--- config.mk ---
export PLATFORM = sky130hd
export DESIGN_NAME = bisection_ctrl
export DESIGN_NICKNAME = d
export VERILOG_FILES = /design/src/rtl/bisection_pkg.sv /design/src/rtl/bisection_settle_timer.sv /design/src/rtl/bisection_ctrl.sv
export SDC_FILE = /design/constraint.sdc
export NUM_CORES = 1
export LEC_CHECK = 0
export CAP_MARGIN = 20
export CORE_ASPECT_RATIO = 0.75
export CORE_MARGIN = 8
export CORE_UTILIZATION = 58
export CTS_CLUSTER_SIZE = 20
export DETAILED_ROUTE_END_ITERATION = 12
export PLACE_DENSITY_LB_ADDON = 0.12
export RECOVER_POWER = 25
export SYNTH_ARGS = -nofsm -noshare
export SYNTH_HDL_FRONTEND = slang
export SYNTH_HIERARCHICAL = 1
export SYNTH_SLANG_ARGS = --single-unit
--- constraint.sdc ---
create_clock -name clk -period 6.7 [get_ports clk]
set_input_delay 1.675 -clock clk [delete_from_list [all_inputs] [get_ports clk]]
set_output_delay 1.675 -clock clk [all_outputs]
set_load 0.01 [all_outputs]
--- src/rtl/bisection_pkg.sv ---
// Shared types and arithmetic helpers for the bisection current controller.
// The helpers work on a fixed 33-bit signed width, which covers WIDTH up to 31.
package bisection_pkg;

    typedef enum logic [2:0] {
        IDLE    = 3'd0,
        SETTLE  = 3'd1,
        MEASURE = 3'd2,
        EVAL    = 3'd3,
        DONE    = 3'd4
    } state_t;

    localparam int MATH_W = 33;

    // a + (b-a)/2 never exceeds b, so no intermediate overflow for a <= b
    function automatic logic signed [MATH_W-1:0] midpoint(
        input logic signed [MATH_W-1:0] a,
        input logic signed [MATH_W-1:0] b
    );
        logic signed [MATH_W-1:0] span;
        span = b - a;
        return a + (span >>> 1);
    endfunction

    function automatic logic signed [MATH_W-1:0] abs_diff(
        input logic signed [MATH_W-1:0] x,
        input logic signed [MATH_W-1:0] y
    );
        logic signed [MATH_W-1:0] d;
        d = x - y;
        return (d < 0) ? -d : d;
    endfunction

endpackage

--- src/rtl/bisection_settle_timer.sv ---
// Loadable down-counter that holds i_ref steady for SETTLE_CYC cycles
// before a measurement is requested; zero flags the last settle cycle.
module bisection_settle_timer #(
    parameter int SETTLE_CYC = 4
) (
    input  logic clk,
    input  logic rst,
    input  logic load,
    input  logic en,
    output logic zero
);

    localparam int CNT_W = (SETTLE_CYC > 1) ? $clog2(SETTLE_CYC) : 1;
    localparam logic [CNT_W-1:0] LOAD_V = CNT_W'(SETTLE_CYC - 1);

    logic [CNT_W-1:0] cnt;

    always_ff @(posedge clk) begin
        if (rst) begin
            cnt <= '0;
        end else if (load) begin
            cnt <= LOAD_V;
        end else if (en && (cnt != '0)) begin
            cnt <= cnt - 1'b1;
        end
    end

    assign zero = (cnt == '0);

endmodule

--- src/rtl/bisection_ctrl.sv ---
// Bisection search on the DAC reference current so that the measured Q
// lands within a runtime tolerance of the requested value.
module bisection_ctrl
    import bisection_pkg::*;
#(
    parameter int WIDTH      = 10,
    parameter int SETTLE_CYC = 4,
    parameter int MAX_ITER   = WIDTH + 1,
    parameter int ITER_W     = $clog2(MAX_ITER + 1),
    parameter int POLARITY   = 0
) (
    input  logic              clk,
    input  logic              rst,
    input  logic              start,
    input  logic              abort,
    input  logic [WIDTH-1:0]  desired_q,
    input  logic [WIDTH-1:0]  lo_bound,
    input  logic [WIDTH-1:0]  hi_bound,
    input  logic [WIDTH-1:0]  tol,
    input  logic              meas_valid,
    input  logic [WIDTH-1:0]  measured_q,
    output logic [WIDTH-1:0]  i_ref,
    output logic              meas_req,
    output logic              busy,
    output logic              done,
    output logic              converged,
    output logic              fail,
    output logic [ITER_W-1:0] iter_count
);

    localparam logic POL = (POLARITY != 0);
    localparam logic [ITER_W-1:0] ITER_LAST = ITER_W'(MAX_ITER - 1);
    localparam logic [ITER_W-1:0] ITER_MAX  = ITER_W'(MAX_ITER);
    localparam logic signed [WIDTH:0] ONE   = $signed({{WIDTH{1'b0}}, 1'b1});

    function automatic logic signed [MATH_W-1:0] ext(input logic [WIDTH-1:0] v);
        return MATH_W'($signed({1'b0, v}));
    endfunction

    state_t state, state_nxt;

    logic signed [WIDTH:0] a_q, b_q, a_nxt, b_nxt, i_ref_s;
    logic [WIDTH-1:0] des_q, tol_q, meas_q, mid_start, mid_eval;
    logic bad_bounds, within_tol, last_iter, exhausted, need_more;
    logic accept_start, capture, evaluating, meas_req_set;
    logic timer_load, timer_en, timer_zero;

    bisection_settle_timer #(
        .SETTLE_CYC (SETTLE_CYC)
    ) u_settle (
        .clk  (clk),
        .rst  (rst),
        .load (timer_load),
        .en   (timer_en),
        .zero (timer_zero)
    );

    // Interval bookkeeping: bounds are signed so stepping below 0 yields -1
    always_comb begin
        bad_bounds = lo_bound > hi_bound;
        mid_start  = WIDTH'(midpoint(ext(lo_bound), ext(hi_bound)));
        i_ref_s    = $signed({1'b0, i_ref});
        need_more  = (meas_q < des_q) ^ POL;
        a_nxt      = need_more ? (i_ref_s + ONE) : a_q;
        b_nxt      = need_more ? b_q : (i_ref_s - ONE);
        mid_eval   = WIDTH'(midpoint(MATH_W'(a_nxt), MATH_W'(b_nxt)));
        within_tol = abs_diff(ext(meas_q), ext(des_q)) <= ext(tol_q);
        last_iter  = (iter_count == ITER_LAST);
        exhausted  = a_nxt > b_nxt;
    end

    always_ff @(posedge clk) begin
        if (rst) begin
            state <= IDLE;
        end else begin
            state <= state_nxt;
        end
    end

    always_comb begin
        state_nxt = state;
        if (abort) begin
            state_nxt = IDLE;
        end else begin
            case (state)
                IDLE, DONE: begin
                    if (start) state_nxt = bad_bounds ? DONE : SETTLE;
                end
                SETTLE: begin
                    if (timer_zero) state_nxt = MEASURE;
                end
                MEASURE: begin
                    if (meas_valid && !meas_req) state_nxt = EVAL;
                end
                EVAL: begin
                    if (within_tol || last_iter || exhausted) state_nxt = DONE;
                    else state_nxt = SETTLE;
                end
                default: state_nxt = IDLE;
            endcase
        end
    end

    // meas_req is high only in the first MEASURE cycle, which masks a coincident meas_valid
    always_comb begin
        busy         = (state == SETTLE) || (state == MEASURE) || (state == EVAL);
        done         = (state == DONE);
        accept_start = !abort && start && ((state == IDLE) || (state == DONE));
        capture      = !abort && (state == MEASURE) && meas_valid && !meas_req;
        evaluating   = !abort && (state == EVAL);
        meas_req_set = !abort && (state == SETTLE) && timer_zero;
        timer_load   = (state_nxt == SETTLE) && (state != SETTLE);
        timer_en     = (state == SETTLE);
    end

    always_ff @(posedge clk) begin
        if (rst) begin
            i_ref      <= '0;
            meas_req   <= 1'b0;
            converged  <= 1'b0;
            fail       <= 1'b0;
            iter_count <= '0;
        end else begin
            meas_req <= meas_req_set;
            if (abort) begin
                converged <= 1'b0;
                fail      <= 1'b0;
            end else if (accept_start) begin
                converged  <= 1'b0;
                fail       <= bad_bounds;
                iter_count <= '0;
                if (!bad_bounds) i_ref <= mid_start;
            end else if (evaluating) begin
                if (iter_count != ITER_MAX) iter_count <= iter_count + 1'b1;
                if (within_tol) converged <= 1'b1;
                else if (last_iter || exhausted) fail <= 1'b1;
                else i_ref <= mid_eval;
            end
        end
    end

    always_ff @(posedge clk) begin
        if (accept_start) begin
            des_q <= desired_q;
            tol_q <= tol;
            a_q   <= $signed({1'b0, lo_bound});
            b_q   <= $signed({1'b0, hi_bound});
        end else if (capture) begin
            meas_q <= measured_q;
        end else if (evaluating && !within_tol && !last_iter) begin
            a_q <= a_nxt;
            b_q <= b_nxt;
        end
    end

endmodule
# Word level (Yosys, flattened, before mapping)
# Index checks and enable logic that the tools add are counted.
# totals
regBits	74
output_inout_bits	19
elab_cells	115
# op_classes
bitwise	3
reduce_logical	41
order_cmp	5
n_addsub	10
mux	30
n_eq_ne	12
# ops
op	count
10-bit 2-to-1 mux	11
33-bit by 11-bit less-or-equal comparator with 1-bit output	1
33-bit 2-to-1 mux	1
11-bit negation with 33-bit output	1
11-bit 2-to-1 mux	2
10-bit by 10-bit subtractor with 11-bit output	2
10-bit adder	2
3-bit 2-to-1 mux	6
1-bit logical AND	13
4-bit 2-to-1 mux	3
3-bit one-hot mux with 4 select lines	1
2-bit nonzero test	6
10-bit by 1-bit adder with 11-bit output, second input constant	1
11-bit greater-than comparator	1
11-bit by 1-bit less-than comparator with 1-bit output, second input constant	1
10-bit by 1-bit subtractor with 11-bit output, second input constant	1
11-bit subtractor	1
10-bit greater-than comparator	1
10-bit less-than comparator	1
2-bit AND reduction	4
3-bit by 1-bit equality test with 1-bit output, second input constant	2
3-bit by 2-bit equality test with 1-bit output, second input constant	2
1-bit logical OR	6
2-bit != test, second input constant	3
17 further kinds	28

# Logic depth before layout (Yosys ltp)
# logic_depth
word_depth	12
mapped_depth	26

# Modules after synthesis
# The synthesis kept the hierarchy.
# modules_own_cells
module	area_per_inst_um2	n_inst	cells_per_inst
bisection_ctrl	6133.4	1	685
bisection_settle_timer	115.1	1	12

# Worst setup path before layout
# OpenSTA, ideal clock, no wires.
# synth_timing
path_kind	register to register
start	register meas_q[4]
end	register i_ref[9]
n_path_buf	2
path_stages_with_launch	23
synth_period_minus_slack_ps	4761
required_time_ps	6568
arrival_time_ps	4629
path_slack_ps	1939
path_cell_list	edfxtp_1 > ha_1 > a21oi_1 > nand2_1 > o211ai_1 > nand2_1 > clkbuf_1 > buf_1 > a21oi_1 > ha_1 > a21o_1 > a21oi_1 > nand2_1 > a21oi_1 > xnor2_1 > ha_1 > nand4_1 > nand3_1 > o41ai_1 > o21ai_0 > xor3_1 > a32oi_1 > a21oi_1
# synth_between
elab_chain_cells	8
word_cells_on_any_way	19
classes_between	add/sub: 4; order compare: 4; eq/ne: 2; mux: 7; reduce/logical: 2
# synth_rtl
element	line_no	text
start: declaration	bisection_ctrl.sv:43	logic [WIDTH-1:0] des_q, tol_q, meas_q, mid_start, mid_eval;
start signal: assignment	bisection_ctrl.sv:149	meas_q <= measured_q;
parallel branches: the longest is 8 deep, another holds 11-bit negation with 33-bit output	--	
end signal: assignment	bisection_ctrl.sv:132	if (!bad_bounds) i_ref <= mid_start;
end signal: assignment	bisection_ctrl.sv:137	else i_ref <= mid_eval;
end: declaration	bisection_ctrl.sv:22	output logic [WIDTH-1:0] i_ref,
# Parallel ways; which one is timed is not known. The select of a mux whose other input is x is not followed.
# A chain may end at the register's enable or synchronous reset.

# Worst setup path in the final report
# layout_timing
start	register meas_q[0]
end	register b_q[1] (enable)
# layout_between
elab_chain_cells	9
word_cells_on_any_way	10
classes_between	add/sub: 2; order compare: 2; mux: 1; reduce/logical: 5
# layout_rtl
element	line_no	text
10-bit by 10-bit subtractor with 11-bit output *	bisection_pkg.sv:30	d = x - y;
11-bit negation with 33-bit output or 11-bit by 1-bit less-than comparator with 1-bit output (tied branches)	bisection_pkg.sv:31	return (d < 0) ? -d : d;
33-bit 2-to-1 mux *	bisection_pkg.sv:31	
33-bit by 11-bit less-or-equal comparator with 1-bit output *	bisection_ctrl.sv:67	within_tol = abs_diff(ext(meas_q), ext(des_q)) <= ext(tol_q);
1-bit zero test *	bisection_ctrl.sv:150	end else if (evaluating && !within_tol && !last_iter) begin
1-bit logical AND * (2 in a row)	bisection_ctrl.sv:150	
2-bit nonzero test (no source line) *	--	
2-bit AND reduction (no source line) *	--	
end signal: assignment	bisection_ctrl.sv:147	b_q <= $signed({1'b0, hi_bound});
end signal: assignment	bisection_ctrl.sv:152	b_q <= b_nxt;
end: declaration	bisection_ctrl.sv:42	logic signed [WIDTH:0] a_q, b_q, a_nxt, b_nxt, i_ref_s;
# Every way passes the cells marked *; elsewhere a longest branch is shown, timed or not.

==> results_dict.tcl <==
set metrics [dict create \
    outcome "complete, no violations" \
    drtIter0Drc 506 \
    yosysMostFrequentCell "ha_1" \
    wl_per_cell_um 19.4 \
    synthCells 697 \
    coreArea_sq_um 10400 \
    grt_antenna_before_repair 0 \
    synth_edf_count 50 \
    yosys-top-cells-count "63 x ha_1, 60 x a21oi_1, 60 x inv_1, 56 x nor2_1, 50 x edfxtp_1" \
    drt-total-wl_um 17400 \
    critical_path_required_ns 6.56 \
    clock_path_buffers 2 \
    p_comb_frac 0.407 \
    stdcell_count 896 \
    hold_buffers 0 \
    dpl.hpwl_um 13200 \
    power_mw 1.75 \
    yosysWarnings 6 \
    swShare 0.363 \
    critical_path_class "reg -> reg" \
    drcViolationCount 0 \
    grt_use_total 0.245 \
    grt_pass1_wl_um 28300 \
    synth_largest_area_cell "edfxtp_1" \
    seqPwrFrac 0.305 \
    final-hold-violation-count 0 \
    cts_tree "yes" \
    syn2layout_area_growth_pct 17.4 \
    die_height_um 106 \
    maxSlewHeadroom 0.340 \
    setup_viol 0 \
    clock_skew_ns 0.00944 \
    synth_top_area_frac 0.240 \
    start_util 0.603 \
    maxSlewViolCount 0 \
    switching_power_mw 0.635 \
    p_clk_frac 0.288 \
    synth_area_sq_um 6250 \
    htree_levels 3 \
    hold_class "reg -> reg" \
    final_cell_area_sq_um 7340 \
    ys_top_cells_by_area "edfxtp_1 24%, ha_1 13%, dfxtp_1 7.7%" \
    ys_seq_area_frac 0.317 \
    vdd_drop_max_mv 0.158 \
    post_cts_resized 0 \
    ctsRootBufferMaster "clkbuf_16" \
    ant_nets 0 \
    critPathArrivalTime_ns 5.40 \
    intPower_mw 1.11 \
    placed_cells 880 \
    synth.ff_latch_count 74 \
    async_flop_share 0 \
    rsz0062_at_grt "false" \
    overflow 0 \
    clk_latency_ns 0.35 \
    io_buffers 73 \
    cts_made_buffers 9 \
    synth_area_per_cell_sq_um 8.96 \
    num_vias 5593 \
    path_clk_slew_ns 0.07 \
    cp-start-kind "flop" \
    powerDensity_nw_per_um2 238 \
    crit_fanout 20 \
    dr.pass1.iters 6 \
    syn_nets 820 \
    finalCriticalPeriod_ns 5.54 \
    finalHoldWorstSlack_ns 0.533 \
    grt_pass1_vias 5571 \
    max_freq_mhz 180 \
    die_x_um 136 \
    end_kind "flop" \
    maxCapViolations 0 \
    grt_max_degree 31 \
    p_leak_nw 3.01 \
    num_antenna_cells 0 \
    post_cts_buffers 0 \
    die_area_sq_um 14400 \
    drive_gt1_frac 0.0632 \
    rows 32 \
    synth_ff_type "edfxtp_1" \
    pin_count 74 \
    drt-vias-per-instance 6.24 \
    routabilityCongestion 0.926 \
    cts_sinks 74 \
    yosysUniqueCellTypes 78 \
    period_share 0.827 \
    setup_tns_ns 0 \
    worst_pin_slew_ns 0.987 \
    place_area_sq_um 7040 \
    fin_nets 878 \
]
-- cell type report --
cell class	instances	area, sq um
clock inverters	7	75.1
well taps	136	170
clock buffers	9	225
fillers	803	3030
inverters	60	225
repair buffers	75	746
flip-flops and latches	74	1980
multi-input cells	535	3910
-- flip-flops by register name (all words and copies together) (netlist names) --
| register | count |
|---|---|
| u_settle/cnt | 2 |
| b_q | 11 |
| converged | 1 |
| des_q | 10 |
| meas_q | 10 |
| meas_req | 1 |
| iter_count | 4 |
| i_ref | 10 |
| fail | 1 |
| a_q | 11 |
| tol_q | 10 |
| state | 3 |
-- routing by layer --
metal / share of wire / track usage / wire length, um
met4: 0.011 / 0.0555 / 195
met3: 0.087 / 0.0630 / 1520
met1: 0.48 / 0.353 / 8360
met5: 0 / 0 / 0
met2: 0.42 / 0.358 / 7310
-- path summary, 6_finish.rpt --
path	startpoint	end	slack (ns)	depth (start not counted)
worst max-delay path	meas_q[0]$_DFFE_PP_	b_q[1]$_DFFE_PP_	1.16	18
worst min-delay path	converged$_SDFFE_PP0P_	converged$_SDFFE_PP0P_	0.53	1
worst max register to register	meas_q[0]$_DFFE_PP_	b_q[1]$_DFFE_PP_	1.16	18
worst min register to register	converged$_SDFFE_PP0P_	converged$_SDFFE_PP0P_	0.53	1
-- metrics by stage --
stage	util	setup slack, ns
3_3_place_gp	0.678	1.28
2_1_floorplan	-	1.94
4_1_cts	0.707	1.20
3_5_place_dp	0.678	1.15
6_report	0.707	1.16
5_1_grt	0.707	0.745
-- cells by family (layout without fill, tap and decap cells) --
logic type / count (synthesis) / in the layout / share of synthesized area
mux: 16 / 16 / 0.0282
simple gates: 204 / 204 / 0.165
xor+xnor: 60 / 60 / 0.0877
flops: 74 / 74 / 0.317
compound gates: 187 / 187 / 0.203
fa+ha+maj: 68 / 68 / 0.142
buf+inv: 88 / 151 / 0.0567
-- power by group through the flow --
| stage | Sequential (mW) | Clock, mW | Combinational, mW |
|---|---|---|---|
| 3_3_place_gp | 0.541 | 0 | 0.674 |
| 6_report | 0.533 | 0.503 | 0.711 |
| 3_5_place_dp | 0.542 | 0 | 0.690 |
| 4_1_cts | 0.532 | 0.504 | 0.698 |
| 2_1_floorplan | 0.532 | 0 | 0.508 |
| 5_1_grt | 0.535 | 0.520 | 0.770 |
-- critical path, cell delays in order (launching register included) --
cell	delay (ns)
edfxtp_1	0.36
inv_1	0.06
ha_1	0.16
inv_1	0.06
fa_1	0.43
a211o_1	0.39
a2111oi_1	0.54
o31ai_1	0.12
a21o_1	0.30
a21oi_1	0.19
xor2_1	0.18
ha_1	0.28
a21o_1	0.17
a211oi_1	0.34
inv_1	0.07
o31a_1	0.34
o21a_2	0.34
nand3_1	0.13
nand2_1	0.59
-- cells in the final DEF, fill, tap and decap left out, drive strengths merged, types with 5 or more instances in the layout --
cell	instances
ha	63
inv	63
a21oi	60
nor2	57
edfxtp	50
nand2	45
clkdlybuf4s50	39
xnor2	35
dlygate4sd3	34
o21ai	26
nand3	24
xor2	24
dfxtp	24
nor3	16
o211ai	16
mux2	13
a21o	11
clkbuf	9
o21a	8
o21bai	7
and3	7
or2	7
nor2b	6
nand4	6
nand2b	6
a32oi	6
a211oi	6
or3	5
nor4	5
o31ai	5
a31oi	5
fa	5
(Power assumes the default switching activity.)
